--- config.mk ---
export PLATFORM = sky130hd
export DESIGN_NAME = measure_rx
export DESIGN_NICKNAME = d
export VERILOG_FILES = /design/src/rtl/measure_pkg.sv /design/src/rtl/gmii_meas_parser.sv /design/src/rtl/measure_rx.sv
export SDC_FILE = /design/constraint.sdc
export NUM_CORES = 1
export LEC_CHECK = 0
export ABC_AREA = 1
export CAP_MARGIN = 30
export CORE_MARGIN = 2
export CORE_UTILIZATION = 55
export DETAILED_ROUTE_END_ITERATION = 10
export GPL_ROUTABILITY_DRIVEN = 0
export PLACE_DENSITY_LB_ADDON = 0.2
export SETUP_SLACK_MARGIN = 0.1
export SLEW_MARGIN = 5
export SYNTH_ARGS = -nofsm -noshare
export SYNTH_HDL_FRONTEND = slang
export SYNTH_SLANG_ARGS = --single-unit
--- constraint.sdc ---
create_clock -name sys_clk -period 21.8 [get_ports sys_clk]
set_clock_uncertainty 0.2 [all_clocks]
set_input_delay 2.18 -clock sys_clk [delete_from_list [all_inputs] [get_ports sys_clk]]
set_output_delay 2.18 -clock sys_clk [all_outputs]
set_load 0.02 [all_outputs]
--- src/rtl/measure_pkg.sv ---
// Constants shared by the GMII measurement TX generator and RX engine.
package measure_pkg;

    localparam logic [15:0] ETHERTYPE_IPV4 = 16'h0800;
    localparam logic [7:0]  IPV4_VIHL      = 8'h45;
    localparam logic [7:0]  IP_PROTO_UDP   = 8'h11;

    // Byte offsets counted from the first byte after the SFD.
    localparam logic [11:0] OFF_ETYPE = 12'd12;
    localparam logic [11:0] OFF_VIHL  = 12'd14;
    localparam logic [11:0] OFF_PROTO = 12'd23;
    localparam logic [11:0] OFF_MAGIC = 12'd42;
    localparam logic [11:0] OFF_TS    = 12'd46;

    localparam logic [11:0] MIN_FRAME = 12'd64;
    localparam logic [11:0] MAX_FRAME = 12'd1518;

    typedef enum logic [2:0] {
        ST_ARM,
        ST_IDLE,
        ST_PRE,
        ST_DATA,
        ST_DROP
    } rx_state_e;

    function automatic logic [31:0] sat_add32(input logic [31:0] a, input logic [31:0] b);
        logic [32:0] s;
        s = {1'b0, a} + {1'b0, b};
        return s[32] ? 32'hFFFF_FFFF : s[31:0];
    endfunction

endpackage

--- src/rtl/gmii_meas_parser.sv ---
// GMII RX frame delimiter and measurement-frame field parser; reports one
// done/ok pulse per frame the cycle after dv falls.
module gmii_meas_parser
    import measure_pkg::*;
#(
    parameter logic [31:0] MEAS_MAGIC = 32'h4D475552
) (
    input  logic        clk_i,
    input  logic        rst_i,
    input  logic [7:0]  rxd_i,
    input  logic        dv_i,
    input  logic [31:0] gcnt_i,
    output logic        frame_done_o,
    output logic        frame_ok_o,
    output logic [11:0] byte_cnt_o,
    output logic [31:0] latency_o
);

    rx_state_e   state_q, state_d;
    logic [11:0] byte_cnt_q, byte_cnt_d;
    logic [31:0] t_sfd_q, t_sfd_d;
    logic [15:0] etype_q, etype_d;
    logic [7:0]  vihl_q, vihl_d;
    logic [7:0]  proto_q, proto_d;
    logic [31:0] magic_q, magic_d;
    logic [31:0] ts_q, ts_d;
    logic        done_q, done_d;
    logic        ok_q, ok_d;
    logic [31:0] lat_q, lat_d;
    logic        fields_ok, len_ok;

    // Fields all lie below MIN_FRAME, so a length-qualified frame has overwritten any stale capture.
    assign fields_ok = (etype_q == ETHERTYPE_IPV4) && (vihl_q == IPV4_VIHL) &&
                       (proto_q == IP_PROTO_UDP) && (magic_q == MEAS_MAGIC);
    assign len_ok    = (byte_cnt_q >= MIN_FRAME) && (byte_cnt_q <= MAX_FRAME);

    always_comb begin
        state_d    = state_q;
        byte_cnt_d = byte_cnt_q;
        t_sfd_d    = t_sfd_q;
        etype_d    = etype_q;
        vihl_d     = vihl_q;
        proto_d    = proto_q;
        magic_d    = magic_q;
        ts_d       = ts_q;
        done_d     = 1'b0;
        ok_d       = 1'b0;
        lat_d      = lat_q;
        case (state_q)
            ST_ARM: begin
                if (!dv_i) state_d = ST_IDLE;
            end
            ST_IDLE: begin
                if (dv_i) state_d = (rxd_i == 8'h55) ? ST_PRE : ST_DROP;
            end
            ST_PRE: begin
                if (!dv_i) begin
                    state_d = ST_IDLE;
                end else if (rxd_i == 8'hD5) begin
                    state_d    = ST_DATA;
                    byte_cnt_d = '0;
                    t_sfd_d    = gcnt_i;
                end else if (rxd_i != 8'h55) begin
                    state_d = ST_DROP;
                end
            end
            ST_DATA: begin
                if (dv_i) begin
                    if (byte_cnt_q != 12'hFFF) byte_cnt_d = byte_cnt_q + 12'd1;
                    if (byte_cnt_q == OFF_ETYPE || byte_cnt_q == OFF_ETYPE + 12'd1)
                        etype_d = {etype_q[7:0], rxd_i};
                    if (byte_cnt_q == OFF_VIHL)  vihl_d  = rxd_i;
                    if (byte_cnt_q == OFF_PROTO) proto_d = rxd_i;
                    if (byte_cnt_q >= OFF_MAGIC && byte_cnt_q < OFF_MAGIC + 12'd4)
                        magic_d = {magic_q[23:0], rxd_i};
                    if (byte_cnt_q >= OFF_TS && byte_cnt_q < OFF_TS + 12'd4)
                        ts_d = {ts_q[23:0], rxd_i};
                end else begin
                    state_d = ST_IDLE;
                    done_d  = 1'b1;
                    ok_d    = fields_ok && len_ok;
                    lat_d   = t_sfd_q - ts_q;
                end
            end
            ST_DROP: begin
                if (!dv_i) state_d = ST_IDLE;
            end
            default: state_d = ST_ARM;
        endcase
    end

    always_ff @(posedge clk_i or posedge rst_i) begin
        if (rst_i) begin
            state_q    <= ST_ARM;
            byte_cnt_q <= '0;
            t_sfd_q    <= '0;
            etype_q    <= '0;
            vihl_q     <= '0;
            proto_q    <= '0;
            magic_q    <= '0;
            ts_q       <= '0;
            done_q     <= 1'b0;
            ok_q       <= 1'b0;
            lat_q      <= '0;
        end else begin
            state_q    <= state_d;
            byte_cnt_q <= byte_cnt_d;
            t_sfd_q    <= t_sfd_d;
            etype_q    <= etype_d;
            vihl_q     <= vihl_d;
            proto_q    <= proto_d;
            magic_q    <= magic_d;
            ts_q       <= ts_d;
            done_q     <= done_d;
            ok_q       <= ok_d;
            lat_q      <= lat_d;
        end
    end

    assign frame_done_o = done_q;
    assign frame_ok_o   = ok_q;
    assign byte_cnt_o   = byte_cnt_q;
    assign latency_o    = lat_q;

endmodule

--- src/rtl/measure_rx.sv ---
// GMII RX measurement engine: per-window frame rate, bit rate and one-way
// latency of measurement frames.
module measure_rx
    import measure_pkg::*;
#(
    parameter int unsigned WINDOW_CYCLES = 125000000,
    parameter logic [31:0] MEAS_MAGIC    = 32'h4D475552
) (
    input  logic        sys_clk,
    input  logic        sys_rst,
    input  logic [7:0]  gmii_rxd,
    input  logic        gmii_rx_dv,
    input  logic [31:0] global_counter,
    output logic [31:0] rx_pps,
    output logic [31:0] rx_throughput,
    output logic [31:0] rx_latency,
    output logic        rx_frame_ok
);

    logic        p_done, p_ok, accept;
    logic [11:0] p_bytes;
    logic [31:0] p_lat;

    gmii_meas_parser #(
        .MEAS_MAGIC(MEAS_MAGIC)
    ) u_parser (
        .clk_i       (sys_clk),
        .rst_i       (sys_rst),
        .rxd_i       (gmii_rxd),
        .dv_i        (gmii_rx_dv),
        .gcnt_i      (global_counter),
        .frame_done_o(p_done),
        .frame_ok_o  (p_ok),
        .byte_cnt_o  (p_bytes),
        .latency_o   (p_lat)
    );

    assign accept = p_done & p_ok;

    logic [31:0] win_cnt_q, win_cnt_d;
    logic [31:0] pkt_cnt_q, pkt_cnt_d;
    logic [31:0] byte_acc_q, byte_acc_d;
    logic [31:0] last_lat_q, last_lat_d;
    logic        seen_q, seen_d;
    logic [31:0] pps_q, pps_d;
    logic [31:0] thr_q, thr_d;
    logic [31:0] lat_q, lat_d;
    logic        win_end;
    logic [31:0] pkt_n, bytes_n, lat_n;
    logic        seen_n;

    assign win_end = (win_cnt_q == WINDOW_CYCLES - 32'd1);

    always_comb begin
        // Fold this cycle's acceptance in first so a coincident window load includes it.
        pkt_n      = accept ? sat_add32(pkt_cnt_q, 32'd1) : pkt_cnt_q;
        bytes_n    = accept ? sat_add32(byte_acc_q, {20'd0, p_bytes}) : byte_acc_q;
        lat_n      = accept ? p_lat : last_lat_q;
        seen_n     = seen_q | accept;

        win_cnt_d  = win_end ? 32'd0 : win_cnt_q + 32'd1;
        pkt_cnt_d  = pkt_n;
        byte_acc_d = bytes_n;
        last_lat_d = lat_n;
        seen_d     = seen_n;
        pps_d      = pps_q;
        thr_d      = thr_q;
        lat_d      = lat_q;
        if (win_end) begin
            pps_d      = pkt_n;
            thr_d      = {bytes_n[28:0], 3'b000};
            if (seen_n) lat_d = lat_n;
            pkt_cnt_d  = '0;
            byte_acc_d = '0;
            seen_d     = 1'b0;
        end
    end

    always_ff @(posedge sys_clk or posedge sys_rst) begin
        if (sys_rst) begin
            win_cnt_q  <= '0;
            pkt_cnt_q  <= '0;
            byte_acc_q <= '0;
            last_lat_q <= '0;
            seen_q     <= 1'b0;
            pps_q      <= '0;
            thr_q      <= '0;
            lat_q      <= '0;
        end else begin
            win_cnt_q  <= win_cnt_d;
            pkt_cnt_q  <= pkt_cnt_d;
            byte_acc_q <= byte_acc_d;
            last_lat_q <= last_lat_d;
            seen_q     <= seen_d;
            pps_q      <= pps_d;
            thr_q      <= thr_d;
            lat_q      <= lat_d;
        end
    end

    assign rx_pps        = pps_q;
    assign rx_throughput = thr_q;
    assign rx_latency    = lat_q;
    assign rx_frame_ok   = accept;

endmodule

-- Yosys cells after proc, flatten, opt, wreduce, memory -nomap -nowiden
Index checks and enable logic that the tools add are counted.
- input port bits: 43
- register bits after elaboration: 399
- output and inout bits: 97
- multiplexer cells: 25
- eq/ne operators: 24
- $add $sub $neg: 5
- reduce and logical (&&, ||, !) cells: 22
- bitwise operators: 3
- magnitude comparators: 6
- operators with widths (kind ; number):
    32-bit two-way mux ; 8
    12-bit two-way mux ; 4
    12-bit by 4-bit == test with 1-bit output, second input constant ; 3
    32-bit by 1-bit adder with 33-bit output, second input constant ; 1
    32-bit by 12-bit adder with 33-bit output ; 1
    32-bit by 1-bit adder with 32-bit output, second input constant ; 1
    32-bit by 27-bit == test with 1-bit output, second input constant ; 1
    32-bit by 31-bit == test with 1-bit output, second input constant ; 1
    32-bit subtractor ; 1
    12-bit by 6-bit >= comparator with 1-bit output, second input constant ; 2
    12-bit by 6-bit less-than comparator with 1-bit output, second input constant ; 2
    12-bit case mux with 2 select lines ; 1
    3-bit AND reduction ; 7
    3-bit two-way mux ; 6
    16-bit by 12-bit == test with 1-bit output, second input constant ; 1
    8-bit by 7-bit == test with 1-bit output, second input constant ; 2
    12-bit by 1-bit adder with 12-bit output, second input constant ; 1
    12-bit by 5-bit == test with 1-bit output, second input constant ; 1
    12-bit by 7-bit >= comparator with 1-bit output, second input constant ; 1
    12-bit by 11-bit less-or-equal comparator with 1-bit output, second input constant ; 1
    12-bit inequality test, second input constant ; 1
    3-bit case mux with 3 select lines ; 1
    8-bit by 5-bit == test with 1-bit output, second input constant ; 1
    8-bit == test, second input constant ; 1
    18 further kinds ; 35

-- Longest topological paths before layout
- word-level depth: 7
- mapped depth: 15
- gate-level depth less buffers: 15

-- Hierarchy
A second synthesis with hierarchy kept.
- cell total of the unflattened synthesis: 2935
- area total of the unflattened synthesis: 21944.8 sq um
- by module, submodules not included (module ; times used ; area each (sq um) ; cells an instance):
    measure_rx ; 1 ; 11840.1 ; 1568
    gmii_meas_parser ; 1 ; 10104.7 ; 1367

-- Worst setup path before layout
No wires, ideal clock.
- path kind: input port to flip-flop
- from: in gmii_rxd[5]
- to: reg u_parser.t_sfd_q[0]
- slack: 18.262 ns
- data required time: 21.475 ns
- path buffers: 1
- stages on the path: 6
- setup time: 0.125 ns
- data arrival time: 3.213 ns
- cells stage by stage: inv_1 -> nand2_1 -> nor3_1 -> nand2_1 -> buf_2 -> mux2_2
- word-level cells in the longest chain between the ends: 2
- RTL lines (item ; RTL line ; text):
    start, declared ; measure_rx.sv:11 ; input logic [7:0] gmii_rxd,
    8-bit == test ; gmii_meas_parser.sv:59 ; end else if (rxd_i == 8'hD5) begin
    3-bit AND reduction (no line) ; -- ;
    end signal, assigned ; gmii_meas_parser.sv:108 ; t_sfd_q <= t_sfd_d;
    end, declared ; gmii_meas_parser.sv:21 ; logic [31:0] t_sfd_q, t_sfd_d;
No other way between the ends.
A chain may end at the register's enable or synchronous reset.

-- Worst setup path after layout
- from: reg u_parser.done_q, in the netlist u_parser.frame_done_o
- to: out rx_frame_ok
- word-level cells in the longest chain between the ends: 1
- RTL lines (item ; RTL line ; text):
    start, declared ; gmii_meas_parser.sv:27 ; logic done_q, done_d;
    start signal, assigned ; gmii_meas_parser.sv:114 ; done_q <= done_d;
    1-bit bitwise AND ; measure_rx.sv:38 ; assign accept = p_done & p_ok;
    end, declared ; measure_rx.sv:17 ; output logic rx_frame_ok
No other way between the ends.

==> impl_metrics.ini <==
[status]
status = finished, final reports clean

[cells_and_area]
final_common_cell = nand2_1
antenna_cells = 0
syn2layout_area_growth_pct = 15.73
post_layout_nonfiller_instances = 3371
drive_above_1_share_pct = 6.503
final_cell_mix = nand2_1, dfrtp_1, inv_1
final_area_um2 = 24440
finalCoreUtilization_pct = 64.73
layout.nets = 2921

[synthesis]
synth_ff_type = dfrtp_1
ys_types = 54
yosysTopAreaCell = dfrtp_1
synth_compound_area_share_pct = 7.478
seq_area_frac_synth_pct = 47.29
synthSimpleGateAreaFrac_pct = 29.01
synth_top_family_by_area = simple AND/OR/NAND/NOR gates
synthXorXnorAreaFrac_pct = 3.152
yosys.area.top_type_share_pct = 47.29
synth.cell_area_um2 = 21120
synth-async-reset-ratio_pct = 100.0
yosysWarnings = 0
synth_fa_ha_area_share_pct = 3.093
synth_cells = 2709
synth-seq-cells = 399
synth-edff-count = 0
avgSynthCellArea_um2 = 7.794
synth_area_leaders = dfrtp_1, nand2_1, inv_1
synth_mux_area_share_pct = 1.760

[clock_network]
htreeDepth = 2
clk_path_buf_depth = 3
cts-root-buf = clkbuf_16
hold_buffers = 0
clock_latency_ns = 0.59
cts_made_buffers = 43
cts_tree = yes
clkSinkCount = 399
cts.repair.resized = 0
cts_setup_buffers = 0
clk_pin_slew_ns = 0.06

[floorplanning]
die_area_um2 = 39970
core_region_area_um2 = 37760
die-height_um = 199.9
ioPinCount = 140
die_w_um = 199.9
start_util_pct = 55.93
core.rowCount = 71

[global_route]
grt_overflow = 0
grt_pass1_vias = 17256
grt_pass1_wl_um = 83560
grt_max_degree = 98
grt_usage_pct = 25.81
antenna_found_initial = 0

[power]
p_sw_share_pct = 22.43
power.leakage_nw = 12.25
ir_drop_v = 0.00005863
power_density_nw_per_um2 = 64.74
internal_power_mw = 1.227
power.switching_mw = 0.3548
pwr-share-comb_pct = 3.8
seq_power_share_pct = 47.6
clockPowerShare_pct = 48.6

[timing]
hold_ws_ns = 0.2780
worst_slew_pin_slew_ns = 0.9799
fin_crit_sh_pct = 23.43
finalHoldViolations = 0
rsz0062_at_grt = false
drv_slew = 0
relSlewSlack_pct = 34.60
fmax_mhz = 195.8
period_needed_ns = 5.107
setup_viol = 0
setup_tns_ns = 0

[drt]
first_iter_violations = 1286
antenna_left = 0
drtPass1Iterations = 6
wl_um = 49970
drcViolationCount = 0
vias = 17795
drt-vias-per-instance = 5.279
wl_per_cell_um = 14.82

[critical_path]
worst_setup_path_end_kind = output port
critPathSlowestCell = clkdlybuf4s50_1
worst_path_largest_cell_delay_ns = 0.67
cp_max_fo = 59
worstPathArrival_ns = 2.73
required_ns = 19.42
cp_top_family = buffers and inverters
worstPathCellList = nand2_2, buf_4, inv_2, clkdlybuf4s50_1
critical_path_class = reg -> out
critPathBufInv = 3
critPathLaunchType = flop

[placement]
dp.cells = 3293
port_buffers = 136
dpl_cell_area_um2 = 22910
hpwlAfterDp_um = 36130

[hold_path]
hold_class = reg -> reg

[job]
drv_cap = 0
[power by group through the flow]
stage | clock [mW] | combinational [mW] | sequential, mW
after global placement | 0 | 0.0566 | 0.767
after detailed placement | 0 | 0.0602 | 0.767
after floorplan | 0 | 0.0393 | 0.765
after CTS | 0.784 | 0.0606 | 0.753
after global routing | 0.814 | 0.0685 | 0.754
final | 0.769 | 0.0594 | 0.754
[cell families after synthesis]
family / count (synthesis)
buf+inv: 431
simple gates: 1417
other cells: 1
compound gates: 301
xor+xnor: 76
mux: 33
flops: 399
fa+ha+maj: 51
[path summary, 6_finish.rpt]
path / from / slack (ns) / cells after the start / to
min: rx_pps[7]$_DFFE_PP0N_ / 0.28 / 2 / rx_pps[7]$_DFFE_PP0N_
min reg2reg: rx_pps[7]$_DFFE_PP0N_ / 0.28 / 2 / rx_pps[7]$_DFFE_PP0N_
min in group asynchronous: sys_rst / 1.92 / 2 / u_parser.magic_q[24]$_DFFE_PP0P_
max in group asynchronous: sys_rst / 17.81 / 4 / rx_pps[10]$_DFFE_PP0N_
max: u_parser.frame_done_o$_DFF_PP0_ / 16.69 / 4 / rx_frame_ok
max reg2reg: u_parser.state_q[0]$_DFFE_PP0P_ / 18.26 / 11 / u_parser.byte_cnt_o[1]$_DFFE_PP0P_
[layer usage]
layer	global-route usage (%)	share of wire, %	wire length (um)
met5	0	0	0
met4	7.874	2.6	1313
met3	4.200	5.1	2542
met2	42.63	47	23480
met1	35.16	45	22640
[worst register-to-register path, stage by stage, from the launching register on]
cell	delay, ns
dfrtp_1	0.39
inv_2	0.06
nor2_1	0.08
nand2_1	0.29
nor2_2	0.86
inv_2	0.55
nand2_1	0.18
a21oi_1	0.05
nand2_1	0.32
inv_1	0.26
nand3_1	0.12
o21ai_1	0.07
[flip-flops by register name, indices dropped and copies added, names as in the netlist, 3 cells and up]
signal,count
byte_acc_q,32
last_lat_q,32
pkt_cnt_q,32
rx_latency,32
rx_pps,32
rx_throughput,29
u_parser.byte_cnt_o,12
u_parser.etype_q,16
u_parser.latency_o,32
u_parser.magic_q,32
u_parser.proto_q,8
u_parser.state_q,3
u_parser.t_sfd_q,32
u_parser.ts_q,32
u_parser.vihl_q,8
win_cnt_q,32
[synthesized netlist by cell type, drive strengths merged, types with 43 or more instances]
| library cell | n |
|---|---|
| nand4 | 54 |
| nand2 | 832 |
| inv | 349 |
| nand3 | 158 |
| o21ai | 224 |
| nor3 | 54 |
| xor2 | 43 |
| dfrtp | 399 |
| a21oi | 55 |
| nor2 | 235 |
| buf | 48 |
| ha | 49 |
[cell type report]
cell class                      instances  area (um2)
Clock buffer                           66        1292
Clock inverter                         12       234.0
Fill cell                            3253       13320
Inverter                              351        1326
Multi-Input combinational cell       1881        9414
Sequential cell                       399        9985
Tap cell                              511       639.4
Timing Repair Buffer                  151        1546
[metrics by stage]
step	power, mW	setup slack (ns)
after CTS	1.598	16.66
after global placement	0.8232	16.61
after global routing	1.636	16.53
after floorplan	0.8039	8.324
final	1.582	16.69
after detailed placement	0.8269	16.49
No activity file was read; power rests on OpenSTA's default activity.
